$ cat src/rtl/lvdt_adc_pkg.sv
// Shared definitions for the LVDT demodulator ADC path: code width, default
// conversion timing and the SAR controller state encoding.
package lvdt_adc_pkg;

    localparam int ADC_WIDTH             = 5;
    localparam int DEFAULT_SAMPLE_CYCLES = 2;
    localparam int DEFAULT_SETTLE_CYCLES = 2;

    typedef enum logic [1:0] {
        IDLE,
        SAMPLE,
        SETTLE,
        DONE
    } sar_state_t;

endpackage

$ cat src/rtl/sar_adc_ctrl_timer.sv
// Loadable down-counter used for both the sample window and each trial's
// settle window. done marks the last cycle of the loaded window.
module sar_phase_timer #(
    parameter int TW = 2
) (
    input  logic          clk,
    input  logic          rst,
    input  logic          load,
    input  logic [TW-1:0] load_val,
    input  logic          en,
    output logic          done
);

    logic [TW-1:0] count_reg;

    always_ff @(posedge clk) begin
        if (rst) begin
            count_reg <= '0;
        end else if (load) begin
            count_reg <= load_val;
        end else if (en && (count_reg != '0)) begin
            count_reg <= count_reg - 1'b1;
        end
    end

    // Saturates at zero, so an idle timer never wraps into a stale window.
    assign done = en && (count_reg == '0);

endmodule

$ cat src/rtl/sar_adc_ctrl.sv
// Successive-approximation ADC controller: samples, walks the DAC trial code
// MSB first against the comparator, and hands the result out on valid/ready.
module sar_adc_ctrl
    import lvdt_adc_pkg::*;
#(
    parameter int WIDTH         = ADC_WIDTH,
    parameter int SAMPLE_CYCLES = DEFAULT_SAMPLE_CYCLES,
    parameter int SETTLE_CYCLES = DEFAULT_SETTLE_CYCLES
) (
    input  logic             clk,
    input  logic             rst,
    input  logic             start,
    input  logic             cmp_in,
    output logic             sample_en,
    output logic [WIDTH-1:0] dac_code,
    output logic             busy,
    output logic [WIDTH-1:0] data_out,
    output logic             data_valid,
    input  logic             data_ready
);

    localparam int TMAX = (SAMPLE_CYCLES > SETTLE_CYCLES) ? SAMPLE_CYCLES : SETTLE_CYCLES;
    localparam int TW   = $clog2(TMAX + 1);
    localparam int IW   = (WIDTH > 1) ? $clog2(WIDTH) : 1;

    localparam logic [TW-1:0]    SAMPLE_LOAD = TW'(SAMPLE_CYCLES - 1);
    localparam logic [TW-1:0]    SETTLE_LOAD = TW'(SETTLE_CYCLES - 1);
    localparam logic [IW-1:0]    TOP_IDX     = IW'(WIDTH - 1);
    localparam logic [WIDTH-1:0] MSB_ONE     = {1'b1, {(WIDTH-1){1'b0}}};

    sar_state_t state_reg, state_next;

    logic             sample_en_reg, sample_en_next;
    logic [WIDTH-1:0] dac_reg, dac_next;
    logic             busy_reg, busy_next;
    logic [WIDTH-1:0] data_out_reg, data_out_next;
    logic             valid_reg, valid_next;
    logic [IW-1:0]    bit_idx_reg, bit_idx_next;

    logic             timer_load;
    logic [TW-1:0]    timer_load_val;
    logic             timer_en;
    logic             timer_done;

    logic [WIDTH-1:0] bit_mask;
    logic [WIDTH-1:0] resolved;

    sar_phase_timer #(
        .TW(TW)
    ) u_timer (
        .clk      (clk),
        .rst      (rst),
        .load     (timer_load),
        .load_val (timer_load_val),
        .en       (timer_en),
        .done     (timer_done)
    );

    // One-hot mask of the bit currently under trial.
    for (genvar gi = 0; gi < WIDTH; gi++) begin : g_mask
        assign bit_mask[gi] = (bit_idx_reg == IW'(gi));
    end

    assign resolved = cmp_in ? dac_reg : (dac_reg & ~bit_mask);
    assign timer_en = (state_reg == SAMPLE) || (state_reg == SETTLE);

    always_ff @(posedge clk) begin
        if (rst) begin
            state_reg <= IDLE;
        end else begin
            state_reg <= state_next;
        end
    end

    always_comb begin
        state_next = state_reg;
        case (state_reg)
            IDLE:    if (start)                              state_next = SAMPLE;
            SAMPLE:  if (timer_done)                         state_next = SETTLE;
            SETTLE:  if (timer_done && bit_idx_reg == '0)    state_next = DONE;
            DONE:    if (data_ready)                         state_next = IDLE;
            default:                                         state_next = IDLE;
        endcase
    end

    always_comb begin
        sample_en_next = sample_en_reg;
        dac_next       = dac_reg;
        data_out_next  = data_out_reg;
        valid_next     = valid_reg;
        bit_idx_next   = bit_idx_reg;
        timer_load     = 1'b0;
        timer_load_val = '0;
        case (state_reg)
            IDLE: begin
                dac_next = '0;
                if (start) begin
                    sample_en_next = 1'b1;
                    timer_load     = 1'b1;
                    timer_load_val = SAMPLE_LOAD;
                end
            end
            SAMPLE: begin
                if (timer_done) begin
                    sample_en_next = 1'b0;
                    dac_next       = MSB_ONE;
                    bit_idx_next   = TOP_IDX;
                    timer_load     = 1'b1;
                    timer_load_val = SETTLE_LOAD;
                end
            end
            SETTLE: begin
                if (timer_done) begin
                    // Decide the current bit and, if any remain, try the next lower one.
                    if (bit_idx_reg != '0) begin
                        dac_next       = resolved | (bit_mask >> 1);
                        bit_idx_next   = bit_idx_reg - 1'b1;
                        timer_load     = 1'b1;
                        timer_load_val = SETTLE_LOAD;
                    end else begin
                        dac_next      = resolved;
                        data_out_next = resolved;
                        valid_next    = 1'b1;
                    end
                end
            end
            DONE: begin
                if (data_ready) begin
                    valid_next = 1'b0;
                    dac_next   = '0;
                end
            end
            default: ;
        endcase
    end

    assign busy_next = (state_next != IDLE);

    always_ff @(posedge clk) begin
        if (rst) begin
            sample_en_reg <= 1'b0;
            dac_reg       <= '0;
            busy_reg      <= 1'b0;
            data_out_reg  <= '0;
            valid_reg     <= 1'b0;
            bit_idx_reg   <= TOP_IDX;
        end else begin
            sample_en_reg <= sample_en_next;
            dac_reg       <= dac_next;
            busy_reg      <= busy_next;
            data_out_reg  <= data_out_next;
            valid_reg     <= valid_next;
            bit_idx_reg   <= bit_idx_next;
        end
    end

    assign sample_en  = sample_en_reg;
    assign dac_code   = dac_reg;
    assign busy       = busy_reg;
    assign data_out   = data_out_reg;
    assign data_valid = valid_reg;

endmodule

$ cat config.mk
export PLATFORM = sky130hd
export DESIGN_NAME = sar_adc_ctrl
export DESIGN_NICKNAME = d
export VERILOG_FILES = /design/src/rtl/lvdt_adc_pkg.sv /design/src/rtl/sar_adc_ctrl_timer.sv /design/src/rtl/sar_adc_ctrl.sv
export SDC_FILE = /design/constraint.sdc
export NUM_CORES = 1
export LEC_CHECK = 0
export CORE_ASPECT_RATIO = 0.9
export CORE_UTILIZATION = 30
export DETAILED_ROUTE_END_ITERATION = 8
export PLACE_DENSITY_LB_ADDON = 0.2
export RECOVER_POWER = 25
export SLEW_MARGIN = 20
export SYNTH_ARGS = -nofsm -noshare
export SYNTH_HDL_FRONTEND = slang
export SYNTH_SLANG_ARGS = --single-unit
$ cat constraint.sdc
create_clock -name clk -period 1.6 [get_ports clk]
set_input_delay 0.32 -clock clk [delete_from_list [all_inputs] [get_ports clk]]
set_output_delay 0.32 -clock clk [all_outputs]
set_load 0.1 [all_outputs]
==> metrics.md <==
| Metric | Value |
|---|---|
| Failing checks | `setup timing` |
| Most frequent cells in the layout | `buf_4 (22), dfxtp_1 (17), nor2_1 (14)` |
| Sequential area share after synthesis | `35.05%` |
| Cell taking the most area after synthesis | `dfxtp_1` |
| Core area | `3503 µm²` |
| Minimum clock period | `1608 ps` |
| Final Instance Area | `1655 µm²` |
| IO Port Bufs | `17` |
| Synth unique cells | `38` |
| Worst path slowest cell | `dfxtp_4` |
| Final ANT Viol Nets | `0` |
| Residual DRC count | `0` |
| Clock sinks | `20` |
| Synth-to-layout area growth | `44.91%` |
| Crit path launch type | `flip-flop` |
| DP Worst Slack | `-204.0 ps` |
| Endpoints failing setup | `1` |
| Worst-path cell chain | `inv_4 > ha_4 > a21boi_1 > o31a_1 > o31a_1 > or2_1` |
| Buffer and inverter count on the worst path | `1` |
| Vias in the first global route | `1049` |
| Mapped Avg Cell Area | `8.525 µm²` |
| Data required time at the worst endpoint | `1750 ps` |
| Clk slew on worst S/H paths | `80 ps` |
| Final core utilization | `47.25%` |
| H-tree Lvls | `1` |
| Leakage | `0.6842 nW` |
| Synth Register Bits | `20` |
| Number of inserted diodes | `0` |
| Crit end category | `flip-flop` |
| Share of the synthesized area in the top cell type | `35.05%` |
| Global placer's final weighted congestion | `0.8217` |
| PD cells | `1637 nW/µm²` |
| DR iter-0 viols | `37` |
| RSZ-0062 raised after global routing | `true` |
| Routed WL per cell | `13.32 µm` |
| Async SR Flop Fraction | `0%` |
| Root Buffer | `clkbuf_8` |
| Critical path arrival | `1760 ps` |
| Final Skew | `1.485 ps` |
| Share of cells above drive strength 1 | `30.06%` |
| Actual slew at the worst max-slew pin | `541.2 ps` |
| Width of the chip | `67.05 µm` |
| Clk_lat worst skew | `260 ps` |
| Die Area | `4059 µm²` |
| Most prevalent standard cell on the critical path | `o31a_1` |
| Syn Nets | `150` |
| Final Hold Viols | `0` |
| Hold buffers post-CTS | `0` |
| Std-Cell Rows | `20` |
| CTS Buf Count | `3` |
| Mapped Cells | `134` |
| Final HPWL DP | `2197 µm` |
| Final worst setup slack | `-7.654 ps` |
| First-pass GRT wire length | `4781 µm` |
| Top Ports | `18` |
| Antenna violations before repair | `0` |
| CP max FO | `5` |
| Die height | `60.54 µm` |
| Via count | `1093` |
| Post-Syn Area | `1142 µm²` |
| Worst-case clock buffer depth | `2` |
| Drt pass-1 iters | `4` |
| Max Clock Freq | `622.0 MHz` |
| Grt total ovfl | `0` |
| CP max stage delay | `380 ps` |
| Post-synth EDFFs | `0` |
| MaxCap Viol Count | `0` |
| CTS tree | `built` |
| CP Class | `flip-flop to flip-flop` |
| Placed cell area | `1647 µm²` |
| Most common cell after layout, fill and taps aside | `buf_4` |
| Top Family by Delay on Critical Path | `compound AO/OA/AOI/OAI gates` |
| Fin cells | `217` |
| Outcome | `complete, but fails checks` |
| Tcrit/Tclk final | `100.5%` |
| Synth area leaders | `dfxtp_1 (35%), ha_1 (12%), a21oi_1 (5.7%)` |
| Maximum VDD drop | `1.072 mV` |
| Min-Delay Path Class | `flip-flop to flip-flop` |
| Fill count | `341` |
| Warnings from Yosys | `0` |
| Relative slew slack | `64.08%` |
| Layout Nets | `190` |
| Routed WL | `2891 µm` |
| Cells after DPL | `212` |
| Post-synth top flop | `dfxtp_1` |
| GRT Total Usage | `15.83%` |
| PnR Total Power | `0.002709 W` |
| Avg Vias per Cell | `5.037` |
| Largest net degree at the start of global routing | `13` |
| Final slew viol count | `0` |
| Initial Utilization | `32.61%` |
cell type report:
class	instances	area, µm²	share of cell area, %
Tap cell	44	55.05	3.326
Clock inverter	1	30.03	1.814
Multi-Input combinational cell	100	704.4	42.55
Sequential cell	20	409.1	24.72
Inverter	10	40.04	2.419
Timing Repair Buffer	39	375.4	22.68
Clock buffer	3	41.29	2.494
where the power goes:
part	leakage (nW)	switching [W]	internal (W)
clock	0.0357	0.000176	0.000334
sequential	0.164	0.0000865	0.000599
combinational	0.484	0.000856	0.000658
total	0.684	0.00112	0.00159
metrics by stage:
stage / hold WS, ps / setup TNS (ps)
finish: 486.5 / -7.654
global placement: 494.6 / -190.5
global route: 504.2 / -139.2
CTS: 509.9 / -24.48
floorplan: 429.7 / -2.015
detailed placement: 497.8 / -251.9
logic make-up (layout without fill, tap and decap cells):
group	Yosys count	after routing	share of synthesized area (%)
flip-flops	20	20	35.05
AND/OR/NAND/NOR	37	37	16.65
buffers and inverters	14	53	5.587
AO/OA/AOI/OAI	47	47	26.40
multiplexers	4	4	3.505
adder cells (fa/ha/maj)	11	11	12.05
XOR/XNOR	1	1	0.7668
path summary, 6_finish.rpt:
path | startpoint | to | slack [ps] | cells after the start
setup / recovery | state_reg[0]$_SDFF_PP0_ | busy$_SDFF_PP0_ | -8 | 6
hold / removal | data_out[0]$_SDFFE_PP0P_ | data_out[0]$_SDFFE_PP0P_ | 490 | 2
hold reg to reg | data_out[0]$_SDFFE_PP0P_ | data_out[0]$_SDFFE_PP0P_ | 490 | 2
setup reg to reg | state_reg[0]$_SDFF_PP0_ | busy$_SDFF_PP0_ | -8 | 6
tightest hold or removal path: stages (launching register included):
cell and delay (ps):
dfxtp_1 320, o21ai_0 70, a21oi_1 60
layer usage:
layer,up-vias,wire (µm),GRT usage [%]
li1,556,-,-
met1,511,1425,21.27
met2,24,1330,24.57
met3,2,121,4.135
met4,0,15,5.471
met5,-,0,0
what timing repair did:
action | in CTS | in global routing
gates resized for setup | 3 | 7
buffers inserted | 1 | 0
hold endpoints to repair | 0 | 0
endpoints found under the setup margin | 7 | 11
pin swaps | 1 | 2
cell usage after synthesis, types with 2 or more instances:
master / count
ha_1: 11
mux2i_1: 4
a31oi_1: 2
a21oi_1: 13
nor2_1: 15
nand3b_1: 2
and3_1: 2
o31a_1: 3
a22oi_1: 2
dfxtp_1: 20
nand2_1: 6
nor2b_1: 3
a311oi_1: 2
nor3_1: 2
o21ai_0: 11
clkbuf_1: 2
a21boi_0: 4
inv_1: 10
Power figures use the tool's default switching activity.
